===== src/rtl/fg_island_prog_sequencer.sv =====
// Program/tunnel sequencer for one floating-gate crossbar island.
// FG_PROG_VERIFY_EN enables closed-loop pulse-then-verify; undefined gives open-loop max-pulse programming.
module fg_island_prog_sequencer #(
   parameter int ROWS   = 8,
   parameter int COLS   = 16,
   parameter int ROW_AW = $clog2(ROWS),
   parameter int COL_AW = $clog2(COLS),
   parameter int PW     = 16,
   parameter int SETTLE = 4
) (
   input  logic              clk,
   input  logic              rst_n,
   input  logic              cmd_valid,
   output logic              cmd_ready,
   input  logic              cmd_op,
   input  logic [ROW_AW-1:0] cmd_row,
   input  logic [COL_AW-1:0] cmd_col,
   input  logic [PW-1:0]     cmd_pulse_len,
   input  logic [PW-1:0]     cmd_max_pulses,
   input  logic              verify_hit,
   output logic [ROWS-1:0]   row_sel,
   output logic [COLS-1:0]   col_sel,
   output logic              prog_mode,
   output logic              vinj_en,
   output logic              tun_en,
   output logic              busy,
   output logic              done,
   output logic              err,
   output logic [PW-1:0]     pulses_used
);

   localparam int TW = (PW > $clog2(SETTLE + 1)) ? PW : $clog2(SETTLE + 1);

   localparam logic [2:0] S_IDLE    = 3'd0;
   localparam logic [2:0] S_SETUP   = 3'd1;
   localparam logic [2:0] S_PULSE   = 3'd2;
   localparam logic [2:0] S_RECOVER = 3'd3;
   localparam logic [2:0] S_VERIFY  = 3'd4;
   localparam logic [2:0] S_DONE    = 3'd5;

   localparam logic [31:0]     ROWS_U  = 32'(ROWS);
   localparam logic [31:0]     COLS_U  = 32'(COLS);
   localparam logic [ROWS-1:0] ROW_ONE = ROWS'(1);
   localparam logic [COLS-1:0] COL_ONE = COLS'(1);

   logic [2:0]        r_state;
   logic              r_op;
   logic [ROW_AW-1:0] r_row;
   logic [COL_AW-1:0] r_col;
   logic [PW-1:0]     r_len_m1;
   logic [PW-1:0]     r_max;
   logic [PW-1:0]     r_cnt;
   logic [TW-1:0]     r_tmr;
   logic              r_err;

   logic              w_accept;
   logic              w_range_bad;
   logic              w_tmr_zero;
   logic              w_last;
   logic              w_active;
   logic [TW-1:0]     w_settle;
   logic [TW-1:0]     w_len;
   logic [PW-1:0]     w_cmd_len_m1;
   logic [PW-1:0]     w_cmd_max;

   assign w_accept     = cmd_valid && (r_state == S_IDLE);
   assign w_range_bad  = !cmd_op && ((32'(cmd_row) >= ROWS_U) || (32'(cmd_col) >= COLS_U));
   assign w_tmr_zero   = (r_tmr == '0);
   assign w_last       = (r_cnt == r_max);
   assign w_settle     = TW'(SETTLE - 1);
   assign w_len        = TW'(r_len_m1);
   // Zero length/limit fields are promoted to 1 so the timer and counter never underflow.
   assign w_cmd_len_m1 = (cmd_pulse_len == '0) ? '0 : cmd_pulse_len - PW'(1);
   assign w_cmd_max    = (cmd_max_pulses == '0) ? PW'(1) : cmd_max_pulses;

`ifndef FG_PROG_VERIFY_EN
   logic w_unused_verify;
   assign w_unused_verify = verify_hit;
`endif

   always_ff @(posedge clk) begin
      if (!rst_n) begin
         r_state  <= S_IDLE;
         r_op     <= 1'b0;
         r_row    <= '0;
         r_col    <= '0;
         r_len_m1 <= '0;
         r_max    <= PW'(1);
         r_cnt    <= '0;
         r_tmr    <= '0;
         r_err    <= 1'b0;
      end else begin
         case (r_state)
            S_IDLE: begin
               if (w_accept) begin
                  r_op     <= cmd_op;
                  r_row    <= cmd_row;
                  r_col    <= cmd_col;
                  r_len_m1 <= w_cmd_len_m1;
                  r_max    <= w_cmd_max;
                  r_cnt    <= '0;
                  r_tmr    <= w_settle;
                  r_err    <= w_range_bad;
                  r_state  <= w_range_bad ? S_DONE : S_SETUP;
               end
            end
            S_SETUP: begin
               if (w_tmr_zero) begin
                  r_state <= S_PULSE;
                  r_tmr   <= w_len;
                  r_cnt   <= r_cnt + PW'(1);
               end else begin
                  r_tmr <= r_tmr - TW'(1);
               end
            end
            S_PULSE: begin
               if (w_tmr_zero) begin
                  r_state <= S_RECOVER;
                  r_tmr   <= w_settle;
               end else begin
                  r_tmr <= r_tmr - TW'(1);
               end
            end
            S_RECOVER: begin
               if (!w_tmr_zero) begin
                  r_tmr <= r_tmr - TW'(1);
               end else if (r_op) begin
                  r_state <= S_DONE;
`ifdef FG_PROG_VERIFY_EN
               end else begin
                  r_state <= S_VERIFY;
               end
            end
            S_VERIFY: begin
               if (verify_hit) begin
                  r_state <= S_DONE;
                  r_err   <= 1'b0;
               end else if (w_last) begin
                  r_state <= S_DONE;
                  r_err   <= 1'b1;
               end else begin
                  r_state <= S_PULSE;
                  r_tmr   <= w_len;
                  r_cnt   <= r_cnt + PW'(1);
               end
            end
`else
               end else if (w_last) begin
                  r_state <= S_DONE;
               end else begin
                  r_state <= S_PULSE;
                  r_tmr   <= w_len;
                  r_cnt   <= r_cnt + PW'(1);
               end
            end
`endif
            S_DONE:  r_state <= S_IDLE;
            default: r_state <= S_IDLE;
         endcase
      end
   end

   assign w_active    = (r_state == S_SETUP) || (r_state == S_PULSE) ||
                        (r_state == S_RECOVER) || (r_state == S_VERIFY);
   assign row_sel     = (w_active && !r_op) ? (ROW_ONE << r_row) : '0;
   assign col_sel     = (w_active && !r_op) ? (COL_ONE << r_col) : '0;
   assign prog_mode   = w_active;
   assign vinj_en     = (r_state == S_PULSE) && !r_op;
   assign tun_en      = (r_state == S_PULSE) && r_op;
   assign busy        = (r_state != S_IDLE);
   assign done        = (r_state == S_DONE);
   assign err         = (r_state == S_DONE) && r_err;
   assign cmd_ready   = (r_state == S_IDLE);
   assign pulses_used = r_cnt;

endmodule


===== config.mk =====
export PLATFORM = sky130hd
export DESIGN_NAME = fg_island_prog_sequencer
export DESIGN_NICKNAME = d
export VERILOG_FILES = /design/src/rtl/fg_island_prog_sequencer.sv
export SDC_FILE = /design/constraint.sdc
export NUM_CORES = 1
export LEC_CHECK = 0
export CORE_AREA = 5 5 104 106
export CTS_CLUSTER_DIAMETER = 80
export DETAILED_ROUTE_END_ITERATION = 7
export DIE_AREA = 0 0 109 111
export GPL_TIMING_DRIVEN = 0
export PLACE_DENSITY = 0.68
export SLEW_MARGIN = 20
export SYNTH_ARGS = -nofsm -noshare
export SYNTH_HDL_FRONTEND = slang
export SYNTH_SLANG_ARGS = --single-unit

===== constraint.sdc =====
create_clock -name clk -period 5.34 [get_ports clk]
set_input_delay 1.068 -clock clk [delete_from_list [all_inputs] [get_ports clk]]
set_output_delay 1.068 -clock clk [all_outputs]
set_load 0.01 [all_outputs]

Word-level counts from Yosys, hierarchy flattened --
Index checks and enable logic that the tools add are counted.
Storage, ports and cells: flip-flop bits (word level) 75, bits in latches 0, bits in writable memories 0, ROM bits 0, input port bits 44, word-level logic and storage cells 70, memories kept 0
Cells by class: $add $sub $neg 3, $mul 0, divide/modulo/power cells 0, $lt $le $gt $ge 0, equality and inequality tests 14, shift-type cells 2, muxes and demuxes 24, bitwise gates (word level) 0, reduce and logical (&&, ||, !) cells 19
Operator list (count):
- $mux W16 | 14
- $pmux W16 S4 | 1
- $logic_not A16 Y1 | 3
- $pmux W16 S3 | 1
- $sub A16 B1 Y16 const B | 2
- $mux W3 | 6
- $add A16 B1 Y16 const B | 1
- $eq A16 B16 Y1 | 1
- $shl A1 B4 Y16 const A | 1
- $pmux W3 S4 | 1
- $ne A2 B2 Y1 const B | 5
- $mux W8 | 1
- $reduce_and A4 Y1 | 2
- $shl A1 B3 Y8 const A | 1
- $eq A3 B2 Y1 const B | 2
- $eq A3 B3 Y1 const B | 2
- $ne A3 B3 Y1 const B | 2
- $reduce_and A6 Y1 | 1
- $reduce_bool A3 Y1 | 2
- $logic_and A1 B1 Y1 | 4
- $reduce_bool A4 Y1 | 1
- $eq A3 B1 Y1 const B | 1
- $logic_not A3 Y1 | 1
- $logic_or A1 B1 Y1 | 3
- 3 further kinds | 3

Longest topological paths before layout --
depth after elaboration 6, gate-level depth with buffers 10, depth with buffers taken out 8

Worst setup path before layout --
Ideal clock, no wire load.
path kind reg-to-output, from register r_state[0], to output port col_sel[0], arrival time 1.908 ns, required time 4.272 ns, path slack 2.364 ns, cell stages (with the launch flop) 7, buffers on the path 1, cells stage by stage dfxtp_1 buf_2 nor2_1 xnor2_1 nor2b_1 or3b_2 nor3_1
Between the ends: cells in the longest elaborated chain, start to end 6, elaborated cells on any way between the ends 9
RTL lines:
- start: declaration | line 46 | logic [2:0] r_state;
- start signal: assignment | line 104 | r_state <= w_range_bad ? S_DONE : S_SETUP;
- $eq A3 B1 Y1 / $eq A3 B2 Y1 (equally long branches) | line 163 | assign w_active = (r_state == S_SETUP) || (r_state == S_PULSE) ||
- $logic_or A1 B1 Y1 (2 in series) | line 163
- $logic_or A1 B1 Y1 (*) | line 164 | (r_state == S_RECOVER) || (r_state == S_VERIFY);
- named net prog_mode | line 23 | output logic prog_mode,
- $logic_and A1 B1 Y1 (*) | line 166 | assign col_sel = (w_active && !r_op) ? (COL_ONE << r_col) : '0;
- $mux W16 (*) | line 166
- end: declaration | line 22 | output logic [COLS-1:0] col_sel,
The timed path passes the listed nets; every way through them passes the cells marked *.

Worst setup path after layout --
from register r_state[0], to output port col_sel[0]
Between the ends: cells in the longest elaborated chain, start to end 6, elaborated cells on any way between the ends 9
RTL lines (line):
- $eq A3 B1 Y1 / $eq A3 B2 Y1 (equally long branches) | 163
- $logic_or A1 B1 Y1 (2 in series) | 163
- $logic_or A1 B1 Y1 (*) | 164
- $logic_and A1 B1 Y1 (*) | 166
- $mux W16 (*) | 166
Every way passes the cells marked *; elsewhere a longest branch is shown, timed or not.

==> impl_metrics.py <==
metrics = {
    "placed_design": {
        "place_congestion": 0.872,
        "hpwl_um": 9160,
        "port-buffer-count": 87,
        "dp.cells": 749,
    },
    "synth": {
        "synth-edff-count": 0,
        "yosys_warnings": 0,
        "synthTopCellsByArea": "dfxtp_1 (36%), nand2_1 (7.9%), xor2_1 (5.7%)",
        "synthesis.nets": 578,
        "synthFlopType": "dfxtp_1",
        "synth_cell_types": 64,
        "synthCells": 529,
        "syn_avg_cell_area_sq_um": 7.79,
        "synth_top_area_share_pct": 36.5,
        "yosys.area.top_type": "dfxtp_1",
        "async_reset_ff_share_pct": 0,
        "ys_ff_latch": 75,
        "ys_seq_area_share_pct": 36.5,
        "syn_area_sq_mm": 0.00412,
    },
    "power": {
        "pwr_density_cell_mw_per_mm2": 465,
        "irDropWorstVdd_v": 0.000216,
        "p_leak_nw": 1.98,
    },
    "cts": {
        "clk_pin_slew_ps": 80,
        "cts_buffers": 9,
        "numClockSinks": 75,
        "cts_buffer_depth": 2,
        "postCtsSetupBuffers": 0,
        "cts-resized-gates": 0,
        "worstSkewPairLatency_ps": 350,
        "cts_tree": "built",
        "cts_root_buffer": "clkbuf_8",
        "ctsHoldBuffers": 0,
        "htreeDepth": 3,
    },
    "worst_setup_path": {
        "startpoint_type": "flop",
        "worstPathCellList": "buf_2, nor2_1, xnor2_1, nor2b_1, or3b_2, nor3_1, clkdlybuf4s50_1",
        "worst_ep_required_time_ps": 4270,
        "r2r_slack_ps": 2420,
        "end_kind": "output pin",
        "cp.buffers_inverters": 2,
        "worstPathArrival_ps": 2810,
        "critPathMaxFanout": 10,
        "max_stage_delay_ps": 560,
        "cpMaxStageDelayCell": "clkdlybuf4s50_1",
        "path_delay_family": "simple AND/OR/NAND/NOR gates",
        "worstSetupPathType": "reg2out",
    },
    "sta": {
        "tightest_slew_ps": 840,
        "period_minus_slack_ps": 3880,
        "tns_ps": 0,
        "slew_headroom_pct": 43.8,
        "hold_slack_ps": 471,
        "setup_violations": 0,
        "fin_crit_sh_pct": 72.7,
        "rsz0062_at_grt": "false",
        "max_freq_mhz": 258,
        "drv_slew": 0,
        "hold_viol": 0,
        "skew_ps": 10.5,
    },
    "floorplanning": {
        "initial_core_util_pct": 42.5,
        "die_y_um": 111,
        "core_area_sq_mm": 0.00968,
        "die_w_um": 109,
        "io_pins": 91,
        "fp-row-count": 36,
        "die-area_sq_mm": 0.0121,
    },
    "routing": {
        "vias": 4225,
        "routed-wl-met2_um": 5070,
        "drt-initial-drc-count": 358,
        "route.met3.wl_um": 776,
        "via_per_inst": 5.52,
        "drt-pass1-iter-count": 5,
        "drtAntennaViolNets": 0,
        "routed_wl_um": 11800,
        "drc": 0,
        "drt-met1-wl_um": 5680,
        "wl_per_cell_um": 15.4,
        "routed.top_layer": "met4",
    },
    "grt": {
        "globalRouteTotalUtil_pct": 20.1,
        "first_global_vias": 4030,
        "antenna_found_initial": 0,
        "grt_max_degree": 14,
        "grt_pass1_wl_um": 19700,
        "grt-ovfl-total": 0,
    },
    "cells_and_area": {
        "synthToLayoutAreaGrowth_pct": 30.1,
        "drive_gt1_share_pct": 6.33,
        "layoutNonFillerInstCount": 765,
        "final_cell_mix": "nand2_1 (87), clkdlybuf4s50_1 (87), dfxtp_1 (75)",
        "utilization_pct": 55.3,
        "num-nets-final": 676,
        "n_antenna_cell": 0,
    },
    "worst_hold_path": {
        "hp-class": "reg2reg",
    },
    "job": {
        "max-cap-violations": 0,
    },
    "run_status": {
        "outcome": "finished clean",
    },
}
==> synth_stat cells (3+ instances only) <==
| master | number |
|---|---|
| nand2_1 | 87 |
| dfxtp_1 | 75 |
| nor2_1 | 55 |
| a21oi_1 | 43 |
| xor2_1 | 27 |
| nor3_1 | 19 |
| clkbuf_1 | 15 |
| nand3_1 | 13 |
| a22oi_1 | 12 |
| nor4_1 | 12 |
| o21ai_0 | 12 |
| or3_1 | 11 |
| inv_1 | 10 |
| or4_1 | 10 |
| xnor2_1 | 10 |
| nand2b_1 | 9 |
| o2bb2ai_1 | 8 |
| and3_1 | 6 |
| buf_2 | 6 |
| o211ai_1 | 6 |
| o31ai_1 | 6 |
| ha_1 | 5 |
| nand4_1 | 5 |
| and2_1 | 4 |
| nor2b_1 | 4 |
| nor3b_1 | 4 |
| o22ai_1 | 4 |
| a32o_1 | 3 |
| buf_1 | 3 |
| nand3b_1 | 3 |
| nor4b_1 | 3 |
==> worst paths after layout <==
path                  start              to  cells past startpoint
max              r_state[0]      col_sel[0]                      7
min               r_max[11]       r_max[11]                      2
max reg2reg  pulses_used[8]  pulses_used[1]                      8
min reg2reg       r_max[11]       r_max[11]                      2
==> state kept, by name, indices dropped and copies added, names as in the netlist <==
| register | count |
|---|---|
| r_len_m1 | 16 |
| r_tmr | 16 |
| r_op | 1 |
| r_row | 3 |
| r_state | 3 |
| r_col | 4 |
| pulses_used | 16 |
| r_max | 16 |
==> logic make-up (layout without fill, tap and decap cells) <==
| logic type | after synthesis | after routing | share of synthesized area (%) |
|---|---|---|---|
| muxes | 2 | 2 | 0.486 |
| DFF | 75 | 75 | 36.5 |
| adders and majority gates | 5 | 5 | 1.52 |
| other | 1 | 1 | 0.0910 |
| and+or+nand+nor | 255 | 255 | 30.6 |
| xor gates and xnor gates | 38 | 38 | 8.26 |
| AOI/OAI and AO/OA | 114 | 114 | 18.3 |
| buffers and inverters | 39 | 142 | 4.28 |
==> per-layer routing <==
metal,vias to the layer above,GRT usage (%)
met4,0,7.91
li1,2088,-
met5,-,0
met1,1957,28.8
met3,23,3.44
met2,157,29.6
==> metrics by stage <==
step	worst slack, ps	power, mW	instance area [sq um]
detailed placement	1820	2.04	5160
floorplan	2360	1.67	4120
global placement	1830	2.01	5160
global route	1320	2.69	5360
CTS	1450	2.49	5360
finish	1460	2.49	5360
==> cell type report <==
| cell class | instances | area, sq um |
|---|---|---|
| Sequential cell | 75 | 1500 |
| Fill cell | 915 | 4330 |
| Inverter | 11 | 41.3 |
| Multi-Input combinational cell | 415 | 2440 |
| Timing Repair Buffer | 87 | 871 |
| Clock inverter | 5 | 60.1 |
| Clock buffer | 11 | 141 |
| Buffer | 28 | 135 |
| Tap cell | 133 | 166 |
==> power by group <==
part / internal (mW) / leakage (nW) / total, mW / switching (mW)
Clock: 0.231 / 0.0999 / 0.445 / 0.215
Sequential: 0.662 / 0.612 / 0.769 / 0.106
Combinational: 0.539 / 1.27 / 1.28 / 0.741
==> tightest hold or removal path, delay by kind of cell, from the launching register on <==
| family | cells | cell delay [ps] |
|---|---|---|
| simple gates | 1 | 50 |
| compound gates | 1 | 50 |
| flops | 1 | 320 |
No activity file was read; power rests on OpenSTA's default activity.
